File: src/rtl/exec_stage.sv
// Y86-64 execute stage: ALU operand select, condition codes, branch/cmov condition, valid/ready output register.
// Optional EXEC_STAT_EN adds out_stat and a sticky halted flag that blocks further input.

module alu #(
  parameter int unsigned W = 64
) (
  input  logic [W-1:0] a,
  input  logic [W-1:0] b,
  input  logic [1:0]   control,
  output logic [W-1:0] out,
  output logic         overflow
);
  always_comb begin
    out      = '0;
    overflow = 1'b0;
    unique case (control)
      2'b00: begin
        out      = a + b;
        overflow = (a[W-1] == b[W-1]) && (out[W-1] != a[W-1]);
      end
      2'b01: begin
        out      = a - b;
        overflow = (a[W-1] != b[W-1]) && (out[W-1] != a[W-1]);
      end
      2'b10:   out = a & b;
      default: out = a ^ b;
    endcase
  end
endmodule

module exec_stage #(
  parameter int unsigned W          = 64,
  parameter int unsigned STACK_STEP = 8
) (
  input  logic         clk,
  input  logic         rst_n,
  input  logic         in_valid,
  output logic         in_ready,
  input  logic [3:0]   icode,
  input  logic [3:0]   ifun,
  input  logic [W-1:0] valA,
  input  logic [W-1:0] valB,
  input  logic [W-1:0] valC,
  output logic         out_valid,
  input  logic         out_ready,
  output logic [3:0]   out_icode,
  output logic [W-1:0] out_valE,
  output logic [W-1:0] out_valA,
  output logic         out_cnd,
`ifdef EXEC_STAT_EN
  output logic [1:0]   out_stat,
`endif
  output logic [2:0]   cc
);
  localparam logic [3:0] I_HALT  = 4'h0;
  localparam logic [3:0] I_RRMOV = 4'h2;
  localparam logic [3:0] I_IRMOV = 4'h3;
  localparam logic [3:0] I_RMMOV = 4'h4;
  localparam logic [3:0] I_MRMOV = 4'h5;
  localparam logic [3:0] I_OPQ   = 4'h6;
  localparam logic [3:0] I_JXX   = 4'h7;
  localparam logic [3:0] I_CALL  = 4'h8;
  localparam logic [3:0] I_RET   = 4'h9;
  localparam logic [3:0] I_PUSH  = 4'hA;
  localparam logic [3:0] I_POP   = 4'hB;
  localparam logic [1:0] ALU_ADD = 2'b00;
  localparam logic [1:0] ALU_SUB = 2'b01;

  logic [W-1:0] alu_a, alu_b, alu_out;
  logic [1:0]   alu_ctl;
  logic         alu_ovf;
  logic         op_ok, xfer, cnd_c, lt;

  assign op_ok = (icode == I_OPQ) && (ifun <= 4'd3);

`ifdef EXEC_STAT_EN
  logic       halted;
  logic       ins;
  logic [1:0] stat_c;
  assign ins      = (icode > I_POP) || ((icode == I_OPQ) && (ifun > 4'd3));
  assign stat_c   = (icode == I_HALT) ? 2'd1 : (ins ? 2'd2 : 2'd0);
  assign in_ready = (!out_valid || out_ready) && !halted;
`else
  assign in_ready = !out_valid || out_ready;
`endif

  assign xfer = in_valid && in_ready;

  // Operand/function selection; unsupported encodings feed zeros so valE is 0.
  always_comb begin
    alu_a   = '0;
    alu_b   = '0;
    alu_ctl = ALU_ADD;
    case (icode)
      I_RRMOV: alu_a = valA;
      I_IRMOV: alu_a = valC;
      I_RMMOV, I_MRMOV: begin
        alu_a = valB;
        alu_b = valC;
      end
      I_OPQ: if (op_ok) begin
        alu_a   = valB;
        alu_b   = valA;
        alu_ctl = ifun[1:0];
      end
      I_CALL, I_PUSH: begin
        alu_a   = valB;
        alu_b   = W'(STACK_STEP);
        alu_ctl = ALU_SUB;
      end
      I_RET, I_POP: begin
        alu_a = valB;
        alu_b = W'(STACK_STEP);
      end
      default: ;
    endcase
  end

  alu #(.W(W)) u_alu (
    .a        (alu_a),
    .b        (alu_b),
    .control  (alu_ctl),
    .out      (alu_out),
    .overflow (alu_ovf)
  );

  // Condition from the pre-update CC: cc = {ZF,SF,OF}.
  always_comb begin
    lt    = cc[1] ^ cc[0];
    cnd_c = 1'b0;
    if ((icode == I_RRMOV) || (icode == I_JXX)) begin
      case (ifun)
        4'd0:    cnd_c = 1'b1;
        4'd1:    cnd_c = lt | cc[2];
        4'd2:    cnd_c = lt;
        4'd3:    cnd_c = cc[2];
        4'd4:    cnd_c = !cc[2];
        4'd5:    cnd_c = !lt;
        4'd6:    cnd_c = !lt && !cc[2];
        default: cnd_c = 1'b0;
      endcase
    end
  end

  always_ff @(posedge clk or negedge rst_n) begin
    if (!rst_n) begin
      out_valid <= 1'b0;
      out_icode <= '0;
      out_valE  <= '0;
      out_valA  <= '0;
      out_cnd   <= 1'b0;
`ifdef EXEC_STAT_EN
      out_stat  <= '0;
`endif
    end else if (xfer) begin
      out_valid <= 1'b1;
      out_icode <= icode;
      out_valE  <= alu_out;
      out_valA  <= valA;
      out_cnd   <= cnd_c;
`ifdef EXEC_STAT_EN
      out_stat  <= stat_c;
`endif
    end else if (out_ready) begin
      out_valid <= 1'b0;
    end
  end

  always_ff @(posedge clk or negedge rst_n) begin
    if (!rst_n) begin
      cc <= 3'b100;
    end else if (xfer && op_ok) begin
      cc <= {alu_out == '0, alu_out[W-1], alu_ovf};
    end
  end

`ifdef EXEC_STAT_EN
  // Sticky until reset once a HLT or INS entry is accepted.
  always_ff @(posedge clk or negedge rst_n) begin
    if (!rst_n) begin
      halted <= 1'b0;
    end else if (xfer && (stat_c != 2'd0)) begin
      halted <= 1'b1;
    end
  end
`endif
endmodule

File: config.mk
export PLATFORM = sky130hd
export DESIGN_NAME = exec_stage
export DESIGN_NICKNAME = d
export VERILOG_FILES = /design/src/rtl/exec_stage.sv
export SDC_FILE = /design/constraint.sdc
export NUM_CORES = 1
export LEC_CHECK = 0
export ABC_AREA = 1
export CAP_MARGIN = 20
export CELL_PAD_IN_SITES_DETAIL_PLACEMENT = 1
export CELL_PAD_IN_SITES_GLOBAL_PLACEMENT = 2
export CORE_MARGIN = 3
export CORE_UTILIZATION = 30
export DETAILED_ROUTE_END_ITERATION = 12
export GPL_TIMING_DRIVEN = 0
export PLACE_DENSITY_LB_ADDON = 0.2
export SLEW_MARGIN = 10
export SYNTH_ARGS = -nofsm -noshare
export SYNTH_HDL_FRONTEND = slang
export SYNTH_SLANG_ARGS = --single-unit
File: constraint.sdc
create_clock -name clk -period 2.5 [get_ports clk]
set_clock_uncertainty 0.1 [all_clocks]
set_input_delay 0.25 -clock clk [delete_from_list [all_inputs] [get_ports clk]]
set_output_delay 0.25 -clock clk [all_outputs]
set_load 0.01 [all_outputs]
# Word-level counts from Yosys, hierarchy flattened
# Cells that the tools add are included.
[op_classes]
n_mux = 12
eq_ne = 22
shifts = 0
n_reduce_logical = 19
order_cmp = 1
div_mod_pow = 0
n_mul = 0
addsub = 2
bitwise_logic = 4
[ops]
columns = ["op", "n"]
rows = [
  ["$pmux 64 s3", 2],
  ["$pmux 64 s4", 1],
  ["$mux 64", 2],
  ["$add 64x64->64", 1],
  ["$and 64x64->64", 1],
  ["$logic_not 64->1", 1],
  ["$sub 64x64->64", 1],
  ["$xor 64x64->64", 1],
  ["$eq 4x3->1 const B", 7],
  ["$eq 4x2->1 const B", 4],
  ["$eq 4x4->1 const B", 4],
  ["$pmux 1 s7", 1],
  ["$logic_and 1x1->1", 6],
  ["$reduce_or 6->1", 1],
  ["$eq 4x1->1 const B", 1],
  ["$le 4x2->1 const B", 1],
  ["$logic_not 4->1", 1],
  ["$pmux 2 s2", 1],
  ["$reduce_or 2->1", 2],
  ["$reduce_or 4->1", 1],
  ["$logic_not 1->1", 3],
  ["$mux 1", 3],
  ["$ne 1x1->1", 3],
  ["$eq 2x1->1 const B", 1],
  ["other kinds (9)", 10],
]
[totals]
word_cells = 66
ram_bits = 0
out_inout_bits = 138
latch_bits = 0
in_bits = 204
rom_bits = 0
register_bits = 137
n_memories = 0

# Longest topological paths before layout
[depth]
word_depth = 8
ltp_mapped = 34
ltp_nobuf = 32

# Modules after synthesis
# Synthesis repeated with hierarchy kept, for this count alone.
[unflattened]
hier_cells = 3990
area_unflattened_um2 = 21304.2
[by_module_without_submodules]
columns = ["module", "n_inst", "seq_area_each_um2", "area_each_um2", "cells_per_inst"]
rows = [
  ["alu", 1, 0.0, 13810.7, 2966],
  ["exec_stage", 1, 3429.5, 7493.4, 1024],
]

# Worst setup path after synthesis
# No wires, ideal clock.
[synth_timing]
path_kind = "input-to-reg"
start = "in icode[0]"
end = "reg cc[2]"
setup_ns = 0.060
required_ns = 2.340
arrival_time_ns = 3.297
n_path_buf = 2
cell_stages = 26
slack_ns = -0.958
path_cell_list = "inv_1 nand2_1 nor2_4 nand2_4 clkbuf_1 buf_1 o22ai_1 ha_1 fa_1 nand3_1 inv_1 a21oi_1 nand2_1 nand2_1 nand2_1 nand2_1 nand3_1 nand3_1 nand3_1 nor2_1 nand2_1 nor2_1 nand3_1 nor2_1 nand3_1 nand2_1"
[synth_via]
elab_chain_len = 7
word_cells_on_any_way = 30
[synth_rtl]
columns = ["item", "line_no", "source"]
rows = [
  ["start, declared", "39", "input logic [3:0] icode,"],
  ["$eq 4x3->1", "74, 94", ""],
  ["$logic_and 1x1->1", "74", "assign op_ok = (icode == I_OPQ) && (ifun <= 4'd3);"],
  ["$mux 64 / $mux 2 (equally long branches)", "101", "I_OPQ: if (op_ok) begin"],
  ["$pmux 64 s4, or another cell as far along", "94", "case (icode)"],
  ["$sub 64x64->64, or another cell as far along", "22", "out = a - b;"],
  ["$pmux 64 s3", "16", "unique case (control)"],
  ["$logic_not 64->1", "173", "cc <= {alu_out == '0, alu_out[W-1], alu_ovf};"],
  ["end signal, assigned", "173", ""],
  ["end, declared", "53", "output logic [2:0] cc"],
]
# Several ways; a longest one is shown, not always the timed one.
# A chain may end at the register's enable or synchronous reset.

# Worst setup path in the final report
[layout_timing]
start = "in icode[3]"
end = "reg cc[2]"
# The elaborated chain is that of the path after synthesis.

==> results.py <==
metrics = {
    "drt": {
        "number_of_drc_markers_after_the_initial_detailed_route_iteration": 1980,
        "drtAntennaViolNets": 0,
        "drt_pre_antenna_iters": 5,
        "detail_route.vias_per_cell": 5.38,
        "drc": 0,
        "routed_wire_length_per_instance_um": 24.8,
        "route.final.wire_length_um": 123000,
        "vias": 26700,
    },
    "setup_path": {
        "criticalPathCategory": "in2reg",
        "max_stage_delay_ns": 0.33,
        "required_time_reported_for_the_critical_path_endpoint_ns": 2.84,
        "timing.critical_path.from": "icode[3]",
        "critPathLaunchType": "primary input",
        "critPathArrivalTime_ns": 4.30,
        "worst_r2r_startpoint": "out_valid",
        "worst_path_most_repeated_cell": "nand2_4",
        "worst_path_max_delay_cell": "nor2_4",
        "crit_path_end_kind": "flop",
        "path_max_fanout": 8,
    },
    "clock_network": {
        "worst_skew_late_latency_ns": 0.48,
        "clkSinkCount": 137,
        "cts_buffer_depth": 2,
        "cts_max_level": 4,
        "root_buffer": "clkbuf_16",
        "tritoncts_clock_tree": "built",
        "cts_inserted_buffers": 17,
        "clk_pin_slew_ns": 0.08,
    },
    "die": {
        "initial_utilization_pct": 30.5,
        "core-area_mm2": 0.0648,
        "io_pins": 342,
        "die_width_um": 263,
        "die_area_mm2": 0.0690,
        "rows": 93,
        "die_h_um": 263,
    },
    "global_routing": {
        "grt_pass1_vias": 26500,
        "grt_usage_pct": 34.2,
        "grt_antenna_before_repair": 2,
        "grt_max_degree": 77,
        "first_pass_grt_wire_length_um": 176000,
        "grt_remaining_overflow": 0,
    },
    "final_layout": {
        "finalNetCount": 4435,
        "postLayoutCellArea_mm2": 0.0309,
        "fillers": 8408,
        "syn2layout_area_growth_pct": 56.1,
        "drive_gt1_share_pct": 27.4,
        "layout.cells.non_filler": 4973,
    },
    "synthesis": {
        "yosys.cell_types.count": 49,
        "net_count_after_synthesis": 3953,
        "seq_area_frac_synth_pct": 17.3,
        "synth.yosys.warnings": 0,
        "netlist_top_cells_area": "nand2_1 (23%), dfrtp_1 (17%), inv_1 (12%)",
        "netlist.top_cell.by_area": "nand2_1",
        "syn-instance-count": 3620,
        "async_reset_ff_share_pct": 100,
        "synth_top_area_share_pct": 22.7,
        "ys_dominant_reg_cell": "dfrtp_1",
        "synthesis.area_mm2": 0.0198,
        "synth-edff-count": 0,
        "avgSynthCellArea_um2": 5.46,
        "synth_seq_cells": 137,
    },
    "sta": {
        "maxSlewHeadroom_pct": 29.0,
        "final-max-slew-violation-count": 0,
        "timing.fmax_mhz": 252,
        "timing.final.hold_violations": 0,
        "finalWorstPathRequiredPeriod_ns": 3.97,
        "setup_viol": 65,
        "worst_slack_ns": -1.47,
        "grt_setup_unrepaired": "true",
        "timing.final.crit_share_pct": 159,
        "worst_margin_slew_ns": 1.07,
        "timing.setup.tns_ns": -45.73,
    },
    "placement": {
        "finalWeightedCongestion": 1.01,
        "dpl_worst_slack_ns": -4.50,
        "port_buffers": 341,
        "post_dp_cell_area_mm2": 0.0257,
        "dpl.cell_count": 4819,
        "post_dp_hpwl_um": 103000,
    },
    "pwr": {
        "irDropWorstVdd_uv": 573,
        "share_comb_of_total_power_pct": 58.8,
        "p_int_mw": 7.27,
        "seq_power_share_pct": 20.3,
        "pwr_density_cell_mw_per_mm2": 445,
        "report.power.total_mw": 13.7,
        "power.net_switching_mw": 6.46,
        "swShare_pct": 47.1,
        "power_leakage_nw": 14.5,
        "clkPwrFrac_pct": 20.9,
    },
    "run_status": {
        "failing_checks": "setup timing",
        "status": "finished with violations",
    },
    "run": {
        "cap_viol_max_count": 0,
    },
    "hold_path": {
        "hold_path.class": "in2reg",
        "timing.hold.worst.start": "ifun[2]",
    },
}
-- cell usage after synthesis (3+ instances only) --
cell and count:
ha_1 127, o211ai_1 31, or2_2 3, buf_4 12, o22ai_1 43, o21ai_0 211, nand4_1 48, nor3_1 28
buf_1 10, inv_1 607, o21a_1 24, nand3b_1 3, o221ai_1 54, nand3_1 329, buf_2 36, o21ai_1 3
nor2_2 13, inv_2 15, nor4_1 5, o21bai_1 38, nand2_4 3, nand2_1 1198, buf_6 3, a21oi_1 155
clkbuf_2 5, nor2_1 380, dfrtp_1 136, xor2_1 6, clkbuf_1 65
-- worst paths after layout --
path / cells past startpoint / endpoint / slack [ns]
max: 29 / cc[2] / -1.47
min: 3 / out_cnd / 0.05
max reg2reg: 15 / cc[2] / -0.36
min reg2reg: 2 / out_valE[54] / 0.38
max in group asynchronous: 3 / out_valE[62] / 1.26
min in group asynchronous: 2 / out_valE[7] / 0.17
-- power groups by stage --
stage	Combinational [mW]	Sequential, mW	Clock, mW
floorplan	3.41	2.97	0
global placement	6.30	2.82	0
detailed placement	6.38	2.83	0
CTS	7.23	2.79	2.92
global route	8.60	2.84	3.00
finish	8.08	2.79	2.87
-- logic make-up after synthesis --
kind of cell,Yosys count,synth area share [%]
AND/OR/NAND/NOR,2019,41.9
adder cells (fa/ha/maj),129,8.24
XOR/XNOR,8,0.354
flip-flops,137,17.3
buffers and inverters,755,14.9
AO/OA/AOI/OAI,572,17.2
-- sequential cells by signal (all words and copies together), names as in the netlist --
signal	count
out_valE	64
out_valA	64
out_cnd	1
out_valid	1
cc	3
out_icode	4
-- stage by stage --
step	hold WS, ns	util (%)
5_1_grt	0.0622	47.6
6_report	0.0499	47.6
3_5_place_dp	0.116	39.6
4_1_cts	0.0288	44.4
2_1_floorplan	-0.146	-
3_3_place_gp	0.362	39.5
-- placed cells by master (no fill, tap or decap), drive strengths merged, types with 5 or more instances in the layout --
cell type,n
a21oi,156
buf,196
clkbuf,74
clkdlybuf4s50,334
clkinv,8
clkinvlp,8
dfrtp,136
dlygate4sd3,5
ha,127
inv,620
nand2,1203
nand3,330
nand4,48
nor2,396
nor3,30
nor4,5
o211ai,31
o21a,24
o21ai,214
o21bai,38
o221ai,54
o22ai,43
xor2,6
-- critical path: cells and delay by family --
| kind | cells | cell delay [ns] |
|---|---|---|
| simple gates | 18 | 2.35 |
| buf+inv | 8 | 1.11 |
| fa+ha+maj | 1 | 0.28 |
| compound gates | 2 | 0.27 |
-- per-layer routing --
layer  routed length [um]  share of wire [%]  vias up  GRT usage [%]
li1                     -                  -    12500              -
met1                56300                 46    13100           48.9
met2                53300                 43     1014           52.1
met3                 9510                7.7      168           5.29
met4                 4350                3.5        2           11.7
met5                   13              0.011        -              0
-- area by class of cell --
| cell class | count | area (um^2) | area share, % |
|---|---|---|---|
| buffer | 130 | 1160 | 3.76 |
| clock inverter | 15 | 191 | 0.620 |
| timing repair inverter | 1 | 16.3 | 0.0527 |
| tap | 855 | 1070 | 3.47 |
| sequential | 137 | 3430 | 11.1 |
| antenna | 3 | 7.51 | 0.0243 |
| inverter | 624 | 2480 | 8.03 |
| multi-input combinational | 2728 | 17600 | 57.0 |
| clock buffer | 17 | 425 | 1.38 |
| timing repair buffer | 463 | 4490 | 14.5 |
-- timing repair --
item	CTS	global route
hold endpoints to repair	65	0
pin swaps	109	131
hold buffers	5	0
cloned	2	1
gates resized for setup	531	445
setup buffers	67	46
endpoints found under the setup margin	135	117
Note: power is estimated with default switching activity, not from simulation.
